<file path="src/rtl/alu_pkg.sv">
// Shared definitions for the ALU operation sequencer: operation codes,
// decode-key constants, FSM state encoding and the base-ISA decode function.
package alu_pkg;

  typedef enum logic [1:0] {
    ST_IDLE = 2'b00,
    ST_CALC = 2'b01,
    ST_FIX  = 2'b10,
    ST_DONE = 2'b11
  } state_e;

  // ALU operation codes driven on alu_operation_o
  localparam logic [3:0] OP_ADD     = 4'b0000;
  localparam logic [3:0] OP_SUB     = 4'b0001;
  localparam logic [3:0] OP_AND     = 4'b0010;
  localparam logic [3:0] OP_OR      = 4'b0011;
  localparam logic [3:0] OP_XOR     = 4'b0100;
  localparam logic [3:0] OP_SRL     = 4'b0101;
  localparam logic [3:0] OP_SLL     = 4'b0110;
  localparam logic [3:0] OP_LUI     = 4'b0111;
  localparam logic [3:0] OP_BEQ     = 4'b1000;
  localparam logic [3:0] OP_BNE     = 4'b1001;
  localparam logic [3:0] OP_BLT     = 4'b1010;
  localparam logic [3:0] OP_BGE     = 4'b1011;
  localparam logic [3:0] OP_MDU     = 4'b1100;
  localparam logic [3:0] OP_ILLEGAL = 4'b1111;

  // Operation classes from main control
  localparam logic [2:0] ALUOP_R    = 3'b000;
  localparam logic [2:0] ALUOP_I    = 3'b001;
  localparam logic [2:0] ALUOP_U    = 3'b010;
  localparam logic [2:0] ALUOP_S    = 3'b011;
  localparam logic [2:0] ALUOP_B    = 3'b100;
  localparam logic [2:0] ALUOP_JALR = 3'b101;
  localparam logic [2:0] ALUOP_LW   = 3'b110;
  localparam logic [2:0] ALUOP_JAL  = 3'b111;

  // funct7 values accepted for R-type
  localparam logic [6:0] F7_BASE   = 7'b0000000;
  localparam logic [6:0] F7_ALT    = 7'b0100000;
  localparam logic [6:0] F7_MULDIV = 7'b0000001;

  // funct3 values for the base integer operations
  localparam logic [2:0] F3_ADD = 3'b000;
  localparam logic [2:0] F3_SLL = 3'b001;
  localparam logic [2:0] F3_W   = 3'b010;
  localparam logic [2:0] F3_XOR = 3'b100;
  localparam logic [2:0] F3_SRL = 3'b101;
  localparam logic [2:0] F3_OR  = 3'b110;
  localparam logic [2:0] F3_AND = 3'b111;
  localparam logic [2:0] F3_BEQ = 3'b000;
  localparam logic [2:0] F3_BNE = 3'b001;
  localparam logic [2:0] F3_BLT = 3'b100;
  localparam logic [2:0] F3_BGE = 3'b101;

  // funct3 values for the multiply/divide group
  localparam logic [2:0] F3_MUL   = 3'b000;
  localparam logic [2:0] F3_MULH  = 3'b001;
  localparam logic [2:0] F3_MULSU = 3'b010;
  localparam logic [2:0] F3_MULHU = 3'b011;
  localparam logic [2:0] F3_DIV   = 3'b100;
  localparam logic [2:0] F3_DIVU  = 3'b101;
  localparam logic [2:0] F3_REM   = 3'b110;
  localparam logic [2:0] F3_REMU  = 3'b111;

  // Base (non-M) decode; any R-type funct7 other than BASE/ALT is illegal here,
  // the multiply/divide group is overridden by the sequencer itself.
  function automatic logic [3:0] base_decode(input logic [6:0] f7,
                                             input logic [2:0] alu_op,
                                             input logic [2:0] f3);
    logic [3:0] code;
    code = OP_ILLEGAL;
    case (alu_op)
      ALUOP_R: begin
        if (f7 == F7_BASE) begin
          case (f3)
            F3_ADD:  code = OP_ADD;
            F3_AND:  code = OP_AND;
            F3_OR:   code = OP_OR;
            F3_XOR:  code = OP_XOR;
            F3_SRL:  code = OP_SRL;
            F3_SLL:  code = OP_SLL;
            default: code = OP_ILLEGAL;
          endcase
        end else if (f7 == F7_ALT && f3 == F3_ADD) begin
          code = OP_SUB;
        end
      end
      ALUOP_I: begin
        // funct7 is immediate bits for I-type, only shifts constrain bit 5
        case (f3)
          F3_ADD:  code = OP_ADD;
          F3_AND:  code = OP_AND;
          F3_OR:   code = OP_OR;
          F3_XOR:  code = OP_XOR;
          F3_SRL:  code = f7[5] ? OP_ILLEGAL : OP_SRL;
          F3_SLL:  code = f7[5] ? OP_ILLEGAL : OP_SLL;
          default: code = OP_ILLEGAL;
        endcase
      end
      ALUOP_U: code = OP_LUI;
      ALUOP_B: begin
        case (f3)
          F3_BEQ:  code = OP_BEQ;
          F3_BNE:  code = OP_BNE;
          F3_BLT:  code = OP_BLT;
          F3_BGE:  code = OP_BGE;
          default: code = OP_ILLEGAL;
        endcase
      end
      ALUOP_S:    code = (f3 == F3_W)   ? OP_ADD : OP_ILLEGAL;
      ALUOP_JALR: code = (f3 == F3_ADD) ? OP_ADD : OP_ILLEGAL;
      ALUOP_LW:   code = (f3 == F3_W)   ? OP_ADD : OP_ILLEGAL;
      ALUOP_JAL:  code = OP_ADD;
      default:    code = OP_ILLEGAL;
    endcase
    return code;
  endfunction

endpackage

</file>
<file path="src/rtl/mdu_iterative.sv">
// Iterative multiply/divide datapath: one shift-add or restoring-subtract step
// per step_i cycle, magnitude-based signed divide with a final sign-fix cycle.
module mdu_iterative
  import alu_pkg::*;
#(
  parameter int WIDTH = 32
) (
  input  logic             clk,
  input  logic             start_i,
  input  logic             step_i,
  input  logic             fix_i,
  input  logic [2:0]       funct3_i,
  input  logic [WIDTH-1:0] rs1_i,
  input  logic [WIDTH-1:0] rs2_i,
  output logic             last_o,
  output logic [WIDTH-1:0] result_o
);

  localparam int CW = $clog2(WIDTH);

  // Two's-complement magnitude; the most-negative value maps to itself,
  // which is its correct unsigned magnitude.
  function automatic logic [WIDTH-1:0] magnitude(input logic signed [WIDTH-1:0] v);
    return v[WIDTH-1] ? $unsigned(-v) : $unsigned(v);
  endfunction

  function automatic logic [WIDTH-1:0] negate(input logic [WIDTH-1:0] v);
    logic signed [WIDTH-1:0] s;
    s = $signed(v);
    return $unsigned(-s);
  endfunction

  // acc_q: product high half / partial remainder
  // q_q:   multiplier shifting out, product low half / quotient shifting in
  logic [WIDTH-1:0] acc_q;
  logic [WIDTH-1:0] q_q;
  logic [WIDTH-1:0] opb_q;
  logic [WIDTH-1:0] res_q;
  logic [2:0]       f3_q;
  logic             neg_quo_q;
  logic             neg_rem_q;
  logic             div0_q;
  logic [CW-1:0]    cnt_q;

  logic [WIDTH-1:0] acc_d;
  logic [WIDTH-1:0] q_d;
  logic [WIDTH-1:0] fix_d;
  logic [WIDTH:0]   mul_sum;
  logic [WIDTH:0]   div_shift;
  logic [WIDTH+1:0] div_diff;

  logic             ld_div;
  logic             ld_signed;
  logic             ld_div0;
  logic [WIDTH-1:0] ld_q;
  logic [WIDTH-1:0] ld_opb;

  // Operand preparation at start: magnitudes for signed divide, raw dividend
  // kept on divide-by-zero so the remainder can return it unchanged.
  always_comb begin
    ld_div    = funct3_i[2];
    ld_signed = ld_div && !funct3_i[0];
    ld_div0   = ld_div && (rs2_i == '0);
    ld_q      = rs2_i;
    ld_opb    = rs1_i;
    if (ld_div) begin
      ld_q   = (ld_signed && !ld_div0) ? magnitude(rs1_i) : rs1_i;
      ld_opb = ld_signed ? magnitude(rs2_i) : rs2_i;
    end
  end

  // One iteration step for multiply (shift-add) or divide (restoring)
  always_comb begin
    mul_sum   = {1'b0, acc_q} + (q_q[0] ? {1'b0, opb_q} : {(WIDTH+1){1'b0}});
    div_shift = {acc_q, q_q[WIDTH-1]};
    div_diff  = {1'b0, div_shift} - {2'b00, opb_q};
    acc_d     = acc_q;
    q_d       = q_q;
    if (f3_q[2]) begin
      if (!div_diff[WIDTH+1]) begin
        acc_d = div_diff[WIDTH-1:0];
        q_d   = {q_q[WIDTH-2:0], 1'b1};
      end else begin
        acc_d = div_shift[WIDTH-1:0];
        q_d   = {q_q[WIDTH-2:0], 1'b0};
      end
    end else begin
      acc_d = mul_sum[WIDTH:1];
      q_d   = {mul_sum[0], q_q[WIDTH-1:1]};
    end
  end

  // Result selection and sign correction; signed overflow (min / -1) falls out
  // naturally as quotient = dividend, remainder = 0.
  always_comb begin
    fix_d = q_q;
    case (f3_q)
      F3_MUL:   fix_d = q_q;
      F3_MULHU: fix_d = acc_q;
      F3_DIV:   fix_d = div0_q ? '1 : (neg_quo_q ? negate(q_q) : q_q);
      F3_DIVU:  fix_d = div0_q ? '1 : q_q;
      F3_REM:   fix_d = div0_q ? q_q : (neg_rem_q ? negate(acc_q) : acc_q);
      F3_REMU:  fix_d = div0_q ? q_q : acc_q;
      default:  fix_d = q_q;
    endcase
  end

  // Datapath registers: load on start, iterate on step, latch result on fix
  always_ff @(posedge clk) begin
    if (start_i) begin
      f3_q      <= funct3_i;
      acc_q     <= '0;
      q_q       <= ld_q;
      opb_q     <= ld_opb;
      cnt_q     <= CW'(WIDTH - 1);
      div0_q    <= ld_div0;
      neg_quo_q <= ld_signed && (rs1_i[WIDTH-1] ^ rs2_i[WIDTH-1]);
      neg_rem_q <= ld_signed && rs1_i[WIDTH-1];
    end else if (step_i) begin
      acc_q <= acc_d;
      q_q   <= q_d;
      cnt_q <= cnt_q - 1'b1;
    end else if (fix_i) begin
      res_q <= fix_d;
    end
  end

  assign last_o   = (cnt_q == '0);
  assign result_o = res_q;

endmodule

</file>
<file path="src/rtl/alu_op_sequencer.sv">
// ALU operation sequencer: single-cycle base-ISA decode plus an IDLE/CALC/FIX/
// DONE controller around the iterative multiply/divide datapath.
module alu_op_sequencer
  import alu_pkg::*;
#(
  parameter int WIDTH = 32,
  parameter int M_EXT = 1
) (
  input  logic             clk,
  input  logic             reset,
  input  logic             valid_i,
  output logic             ready_o,
  input  logic             kill_i,
  input  logic [6:0]       funct7_i,
  input  logic [2:0]       ALU_Op_i,
  input  logic [2:0]       funct3_i,
  input  logic [WIDTH-1:0] rs1_i,
  input  logic [WIDTH-1:0] rs2_i,
  output logic [3:0]       alu_operation_o,
  output logic             op_valid_o,
  output logic             illegal_o,
  output logic [WIDTH-1:0] m_result_o,
  output logic             m_done_o
);

  state_e           state_q;
  logic [3:0]       alu_op_q;
  logic             op_valid_q;
  logic             illegal_q;
  logic             m_done_q;
  logic [WIDTH-1:0] m_result_q;

  logic             is_m_req;
  logic             m_f3_ok;
  logic             m_start;
  logic             div_zero;
  logic [3:0]       dec_code;
  logic             mdu_last;
  logic [WIDTH-1:0] mdu_result;

  // Request classification and decode for the accepting cycle
  always_comb begin
    is_m_req = (M_EXT != 0) && (ALU_Op_i == ALUOP_R) && (funct7_i == F7_MULDIV);
    m_f3_ok  = (funct3_i != F3_MULH) && (funct3_i != F3_MULSU);
    div_zero = funct3_i[2] && (rs2_i == '0);
    m_start  = (state_q == ST_IDLE) && valid_i && is_m_req && m_f3_ok;
    if (is_m_req) begin
      dec_code = m_f3_ok ? OP_MDU : OP_ILLEGAL;
    end else begin
      dec_code = base_decode(funct7_i, ALU_Op_i, funct3_i);
    end
  end

  mdu_iterative #(
    .WIDTH(WIDTH)
  ) u_mdu (
    .clk     (clk),
    .start_i (m_start),
    .step_i  (state_q == ST_CALC),
    .fix_i   (state_q == ST_FIX),
    .funct3_i(funct3_i),
    .rs1_i   (rs1_i),
    .rs2_i   (rs2_i),
    .last_o  (mdu_last),
    .result_o(mdu_result)
  );

  // Sequencer FSM with registered outputs; kill wins over completion
  always_ff @(posedge clk) begin
    if (reset) begin
      state_q    <= ST_IDLE;
      alu_op_q   <= OP_ADD;
      op_valid_q <= 1'b0;
      illegal_q  <= 1'b0;
      m_done_q   <= 1'b0;
      m_result_q <= '0;
    end else begin
      op_valid_q <= 1'b0;
      illegal_q  <= 1'b0;
      m_done_q   <= 1'b0;
      case (state_q)
        ST_IDLE: begin
          if (valid_i) begin
            alu_op_q   <= dec_code;
            op_valid_q <= 1'b1;
            illegal_q  <= (dec_code == OP_ILLEGAL);
            if (m_start) begin
              state_q <= div_zero ? ST_FIX : ST_CALC;
            end
          end
        end
        ST_CALC: begin
          if (kill_i) begin
            state_q <= ST_IDLE;
          end else if (mdu_last) begin
            state_q <= ST_FIX;
          end
        end
        ST_FIX: begin
          state_q <= kill_i ? ST_IDLE : ST_DONE;
        end
        ST_DONE: begin
          if (!kill_i) begin
            m_done_q   <= 1'b1;
            m_result_q <= mdu_result;
          end
          state_q <= ST_IDLE;
        end
        default: state_q <= ST_IDLE;
      endcase
    end
  end

  assign ready_o         = (state_q == ST_IDLE);
  assign alu_operation_o = alu_op_q;
  assign op_valid_o      = op_valid_q;
  assign illegal_o       = illegal_q;
  assign m_done_o        = m_done_q;
  assign m_result_o      = m_result_q;

endmodule
</file>
<file path="config.mk">
export PLATFORM = sky130hd
export DESIGN_NAME = alu_op_sequencer
export DESIGN_NICKNAME = d
export VERILOG_FILES = /design/src/rtl/alu_pkg.sv /design/src/rtl/mdu_iterative.sv /design/src/rtl/alu_op_sequencer.sv
export SDC_FILE = /design/constraint.sdc
export NUM_CORES = 1
export LEC_CHECK = 0
export CORE_ASPECT_RATIO = 1.5
export CORE_MARGIN = 5
export CORE_UTILIZATION = 60
export CTS_CLUSTER_DIAMETER = 60
export CTS_CLUSTER_SIZE = 8
export DETAILED_ROUTE_END_ITERATION = 7
export MAX_ROUTING_LAYER = met4
export PLACE_DENSITY = 0.91
export REMOVE_ABC_BUFFERS = 1
export SETUP_SLACK_MARGIN = 0.4
export SLEW_MARGIN = 5
export SYNTH_ARGS = -nofsm -noshare
export SYNTH_HDL_FRONTEND = slang
export SYNTH_SLANG_ARGS = --single-unit
</file>
<file path="constraint.sdc">
create_clock -name clk -period 9.2 [get_ports clk]
set_input_delay 2.3 -clock clk [delete_from_list [all_inputs] [get_ports clk]]
set_output_delay 2.3 -clock clk [all_outputs]
set_load 0.01 [all_outputs]
</file>
==> results of run 1 <==
[sequential cells by signal (all words and copies together) (netlist names), 2 cells and up]
register / flops
m_result_o: 32
u_mdu.acc_q: 32
u_mdu.opb_q: 32
u_mdu.q_q: 32
u_mdu.result_o: 32
u_mdu.cnt_q: 5
alu_operation_o: 4
u_mdu.f3_q: 3
state_q: 2
[power groups by stage]
stage / clock (mW) / combinational [mW] / sequential, mW
final: 0.723 / 0.231 / 0.867
after global routing: 0.756 / 0.250 / 0.867
after CTS: 0.723 / 0.227 / 0.866
after detailed placement: 0 / 0.225 / 0.884
after global placement: 0 / 0.221 / 0.884
after floorplan: 0 / 0.121 / 0.879
[area by class of cell]
type	instances	area (sq um)	area share
multi-input combinational	1624	10300	0.587
sequential	180	4620	0.263
timing repair buffer	141	1370	0.0778
clock buffer	21	472	0.0268
tap	333	417	0.0237
inverter	81	304	0.0173
clock inverter	11	88.8	0.00505
[worst max-delay path: cells and delay by family]
family                 cells  cell delay [ns]
AOI/OAI and AO/OA          1             0.17
and+or+nand+nor            5             2.12
buffers and inverters      3             1.28
[synth_stat cells (8+ instances only)]
cell       number
a2bb2oi_1       9
a22oi_1        12
a211oi_1       27
o21bai_1        9
buf_1          11
nand3_1        51
o31ai_1        52
a221o_1         8
and3_1         11
o41ai_1        15
o211ai_1       42
nor2_1        185
or4_1          14
and2_1          8
nor2b_1        14
o21ai_0       171
clkbuf_1      124
xnor2_1        77
or3_1          21
inv_1          78
a211o_1        15
a31oi_1        14
a21oi_1       233
nor3_1         34
a221oi_1       12
ha_1           69
nor4_1         11
edfxtp_1      102
nand2b_1       13
nand2_1       210
mux2i_1        34
xor2_1         81
dfxtp_1        78
a21o_1         44
[worst max path at each step]
stage,from,endpoint,slack (ns)
after floorplan,ALU_Op_i[2],u_mdu.q_q[0],2.42
after global placement,rs2_i[7],u_mdu.q_q[22],3.10
after detailed placement,rs2_i[7],u_mdu.q_q[26],3.05
after CTS,rs2_i[7],u_mdu.q_q[26],3.52
after global routing,ALU_Op_i[2],u_mdu.q_q[23],3.24
final,ALU_Op_i[2],u_mdu.q_q[15],3.46
[layout by cell type (no fill, tap or decap), types with 7 or more instances in the layout]
| cell | count |
|---|---|
| buf_4 | 21 |
| a211o_1 | 15 |
| clkbuf_16 | 18 |
| o221ai_1 | 7 |
| nand3_1 | 51 |
| o21bai_1 | 9 |
| or3_1 | 20 |
| or4_1 | 14 |
| nor3_1 | 34 |
| mux2i_1 | 34 |
| nor4_1 | 11 |
| clkdlybuf4s50_1 | 119 |
| nand2_1 | 210 |
| nor2b_1 | 12 |
| and3_1 | 11 |
| inv_1 | 77 |
| a22oi_1 | 12 |
| nand3b_1 | 7 |
| a221oi_1 | 12 |
| a2bb2oi_1 | 9 |
| xnor2_1 | 77 |
| nand2b_1 | 13 |
| o41ai_1 | 15 |
| a311oi_1 | 7 |
| o2111ai_1 | 7 |
| a211oi_1 | 26 |
| dfxtp_1 | 78 |
| a21oi_1 | 233 |
| o21ai_0 | 171 |
| a21o_1 | 44 |
| a221o_1 | 8 |
| nor2_1 | 180 |
| xor2_1 | 81 |
| o211ai_1 | 42 |
| ha_1 | 69 |
| a31oi_1 | 14 |
| edfxtp_1 | 102 |
| and2_1 | 8 |
| o31ai_1 | 52 |
[through the flow]
| step | hold slack (ns) | area (sq um) | cells | total power, mW |
|---|---|---|---|---|
| floorplan | 0.466 | 15200 | 1885 | 0.999 |
| global placement | 0.441 | 17000 | 2359 | 1.11 |
| detailed placement | 0.450 | 17000 | 2359 | 1.11 |
| CTS | 0.463 | 17600 | 2391 | 1.82 |
| global route | 0.479 | 17600 | 2391 | 1.87 |
| finish | 0.459 | 17600 | 2391 | 1.82 |
[layer usage]
metal / GRT usage / share of wire / vias to the layer above
met5: - / 0 / -
met4: 0.266 / 0.082 / 0
met3: 0.0505 / 0.082 / 245
met2: 0.605 / 0.47 / 945
met1: 0.447 / 0.36 / 7725
li1: - / - / 7511
[logic make-up (layout without fill, tap and decap cells)]
kind of cell	Yosys count	count (layout)	synth area share
buf+inv	224	254	0.0541
fa+ha+maj	73	73	0.0586
mux	40	40	0.0259
flops	180	180	0.293
compound gates	742	742	0.301
xor+xnor	158	158	0.0878
simple gates	611	611	0.180
==> results.toml, run 1 <==
[setup_path]
cp_slowest_stage_delay_ns = 0.64
worst_ep_required_time_ns = 9.36
reg2regPathDepth = 12
path_max_fanout = 55
cp-start-kind = "primary input"
crit_type = "in -> reg"
arrival_ns = 5.90
r2r_slack_ns = 4.72
crit_path_end_kind = "flop"
worstReg2RegEnd = "u_mdu.acc_q[22]"
path_cells = "clkdlybuf4s50_1, nor3_1, nor3b_1, nand2_1, or3_2, inv_2, buf_4, and2_1, a21oi_1"
critPathSlowestCell = "and2_1"
regToRegStartpoint = "u_mdu.opb_q[1]"

[synthesis]
synthTopCellsByArea = "edfxtp_1 19%, dfxtp_1 9.9%, a21oi_1 7.4%"
ys_ff_latch = 180
seq_area_frac_synth = 0.293
synthArstFlopShare = 0
ys_types = 79
synth_edf_count = 102
netlist.top_cell.by_area = "edfxtp_1"
avgSynthCellArea_sq_um = 7.77
synthCells = 2028
synth_area_sq_mm = 0.0158
ys.flop_type = "edfxtp_1"
yosysWarnings = 0
yosysTopAreaCellShare = 0.194

[global_route]
grt_pass1_wl_microns = 87000
grt_usage = 0.383
antenna_found_initial = 0
grt_max_degree = 98
gr-total-overflow = 0
grt_pass1_vias = 15548

[drt]
routed_wl_microns = 56700
num_vias = 16426
routed_via_density = 6.87
drc = 0
drtIter0Drc = 1746
ant_nets = 0
wl_per_cell_microns = 23.7
first_pass_iters = 6

[sta]
rsz0062_at_grt = "no"
finalMaxSlewViolations = 0
finalCritPeriodShare = 0.624
skew_ns = 0.0161
finalHoldViolations = 0
max_freq_mhz = 174
fin_crit_ns = 5.74
tns_ns = 0
worst_pin_slew_ns = 1.24
setup_viol = 0
post-route-worst-setup-slack_ns = 3.46
relSlewSlack = 0.170

[place]
hpwl_microns = 42400
gp_congestion = 1.14
post-place-ws_ns = 3.05
numPortBuffers = 120

[floorplan]
initial_utilization = 0.610
die_h_microns = 209
io_pins = 121
dieArea_sq_mm = 0.0297
num_rows = 72
die_w_microns = 142
core_sq_mm = 0.0259

[cts]
cts_tree = "built"
clk_pin_slew_ns = 0.07
clock_latency_ns = 0.45
ctsResizeCount = 0
clockBufferDepth = 2
cts-buffers-inserted = 17
cts.sinks = 180
cts_max_level = 4
clock-root-buffer = "clkbuf_16"
cts_hold_buf = 0
post_cts_buffers = 0

[hold_path]
min-delay-path-class = "reg -> reg"
hold_path_depth = 2
min_to = "m_result_o[31]"
min-delay-start = "m_result_o[31]"

[finish]
fin_nets = 2197
final_util = 0.681
drive_gt1_frac = 0.0462
antenna_cells = 0
area_growth_pct = 11.7
fill_cells = 2174

[power_and_ir_drop]
switching_power_mw = 0.493
power.density_mw_per_mm2 = 103
seqPwrFrac = 0.476
p_clk_frac = 0.397
ir_drop_mv = 0.105
combPwrFrac = 0.127
intPower_mw = 1.33
power.leakage_nw = 6.55
switching_share = 0.271

[outcome]
status = "completed"

[job]
cap_violations = 0
No activity file was read; power rests on OpenSTA's default activity.
==> inputs of run 2 (changes only) <==
Settings changed: CORE_UTILIZATION 60 to 55, PLACE_DENSITY 0.91 to 0.88.
Clock period 9.2 ns to 4.9 ns, I/O delays scaled along.
==> run 2 against run 1 <==
Net effect: cell area up 2.8%; sequential power increased by 86%; power grew 91%; wire length increased by 2.3%; critical path type unchanged.
==> results.toml, run 2 (synthesis gave the netlist of run 1 again) <==
[outcome]
status = "completed"

[sta]
max_freq_mhz = 229
finalMaxSlewViolations = 0
worst_pin_slew_ns = 1.20
setup_viol = 0
finalHoldViolations = 0
finalCritPeriodShare = 0.892
skew_ns = 0.0188
post-route-worst-setup-slack_ns = 0.528
fin_crit_ns = 4.37
relSlewSlack = 0.197
rsz0062_at_grt = "no"

[setup_path]
regToRegStartpoint = "u_mdu.opb_q[1]"
cp-start-kind = "primary input"
reg2regPathDepth = 12
worst_ep_required_time_ns = 5.12
crit_start = "rs1_i[5]"
worstReg2RegEnd = "u_mdu.q_q[0]"
crit_path_end_kind = "flop"
r2r_slack_ns = 0.72
path_max_fanout = 4
arrival_ns = 4.59
crit_type = "in -> reg"

[cts]
cts_max_level = 4
clk_pin_slew_ns = 0.08
cts.sinks = 180
clockBufferDepth = 2
clock-root-buffer = "clkbuf_16"
cts_tree = "built"
clock_latency_ns = 0.48
cts-buffers-inserted = 17

[global_route]
antenna_found_initial = 1
grt_pass1_wl_microns = 88700
gr-total-overflow = 0
grt_pass1_vias = 15707
grt_usage = 0.361
grt_max_degree = 115

[power_and_ir_drop]
ir_drop_mv = 0.269
power.density_mw_per_mm2 = 192
power.leakage_nw = 6.86

[drt]
ant_nets = 0
routed_via_density = 6.78
drtIter0Drc = 1568
num_vias = 16701
routed_wl_microns = 58000
drc = 0
wl_per_cell_microns = 23.6
first_pass_iters = 6

[floorplan]
die_h_microns = 217
num_rows = 76
die_w_microns = 148
initial_utilization = 0.553
io_pins = 121
core_sq_mm = 0.0285
dieArea_sq_mm = 0.0322

[hold_path]
min-delay-path-class = "reg -> reg"
min_to = "m_result_o[27]"
hold_path_depth = 2
min-delay-start = "m_result_o[27]"

[finish]
fin_nets = 2249
regArea_sq_mm = 0.00462
final_common_cell = "a21oi_1"
multiInputGateArea_sq_mm = 0.0103
fill_cells = 2500
area_growth_pct = 14.7
design_area_sq_mm = 0.0181
final_cell_mix = "233 x a21oi_1, 210 x nand2_1, 180 x nor2_1"
final_util = 0.634
drive_gt1_frac = 0.0725

[place]
gp_congestion = 1.04
dpl_cell_area_sq_mm = 0.0174
hpwl_microns = 43700
post-place-ws_ns = 0.0312
numPortBuffers = 120

[job]
cap_violations = 0
[run 2: changes by cell type in the layout (fill, tap and decap cells not counted), moves of 2 or more]
cell,before,now
inv_6,6,3
clkinv_8,0,6
buf_4,21,73
clkinv_4,1,4
clkinv_2,2,0
nor4_2,0,3
nor4_1,11,8
dlymetal6s2s_1,0,5
clkbuf_1,2,0
clkdlybuf4s50_1,119,114
[run 2: worst max path at each step]
stage,to,cells after the start
3_5_place_dp,u_mdu.q_q[30],10
5_1_grt,u_mdu.q_q[30],11
2_1_floorplan,u_mdu.q_q[0],7
6_report,u_mdu.q_q[30],11
3_3_place_gp,u_mdu.q_q[30],10
4_1_cts,u_mdu.q_q[30],10
[run 2: worst max-delay path, cell delays in order]
cell and delay (ns):
clkdlybuf4s50_1 0.48, nor4_2 0.27, buf_4 0.17, nand3_1 0.14, or3_4 0.42, or4_4 0.50, or4_4 0.57, o41ai_4 0.30
xor2_1 0.21, a211oi_2 0.09, o21bai_1 0.20
[run 2: repair_timing]
action,in CTS,in global routing
endpoints found under the hold margin,0,0
resized for setup,0,9
setup buffers,0,1
hold buffers,0,0
endpoints found under the setup margin,0,3
[run 2: per-layer routing]
metal	share of wire	track usage	vias up
li1	-	-	7632
met1	0.36	0.409	7864
met2	0.47	0.583	953
met3	0.084	0.0562	252
met4	0.086	0.252	0
met5	0	-	-
[run 2: final cells by class]
| cell class | instances | share of cell area |
|---|---|---|
| Antenna cell | 1 | 0.000138 |
| Clock buffer | 17 | 0.0235 |
| Clock inverter | 15 | 0.0100 |
| Inverter | 81 | 0.0168 |
| Multi-Input combinational cell | 1624 | 0.572 |
| Sequential cell | 180 | 0.256 |
| Tap cell | 351 | 0.0243 |
| Timing Repair Buffer | 193 | 0.0979 |
[run 2: per-stage QoR]
step,hold slack (ns),TNS [ns],instances,power (mW)
floorplan,0.466,-31.91,1885,1.88
global placement,0.443,0,2428,2.09
detailed placement,0.446,0,2428,2.10
CTS,0.456,0,2460,3.48
global route,0.483,0,2462,3.59
finish,0.461,0,2462,3.48
[run 2: where the power goes]
part / switching, mW / total, mW / internal, mW
combinational: 0.263 / 0.464 / 0.201
clock: 0.713 / 1.40 / 0.688
sequential: 0.0165 / 1.61 / 1.60
==> inputs of run 3 (changes only) <==
Settings changed: SKIP_CTS_REPAIR_TIMING set to 1.
==> results of run 3 <==
No change in the layout: final DEF, timing and power equal those of run 2.
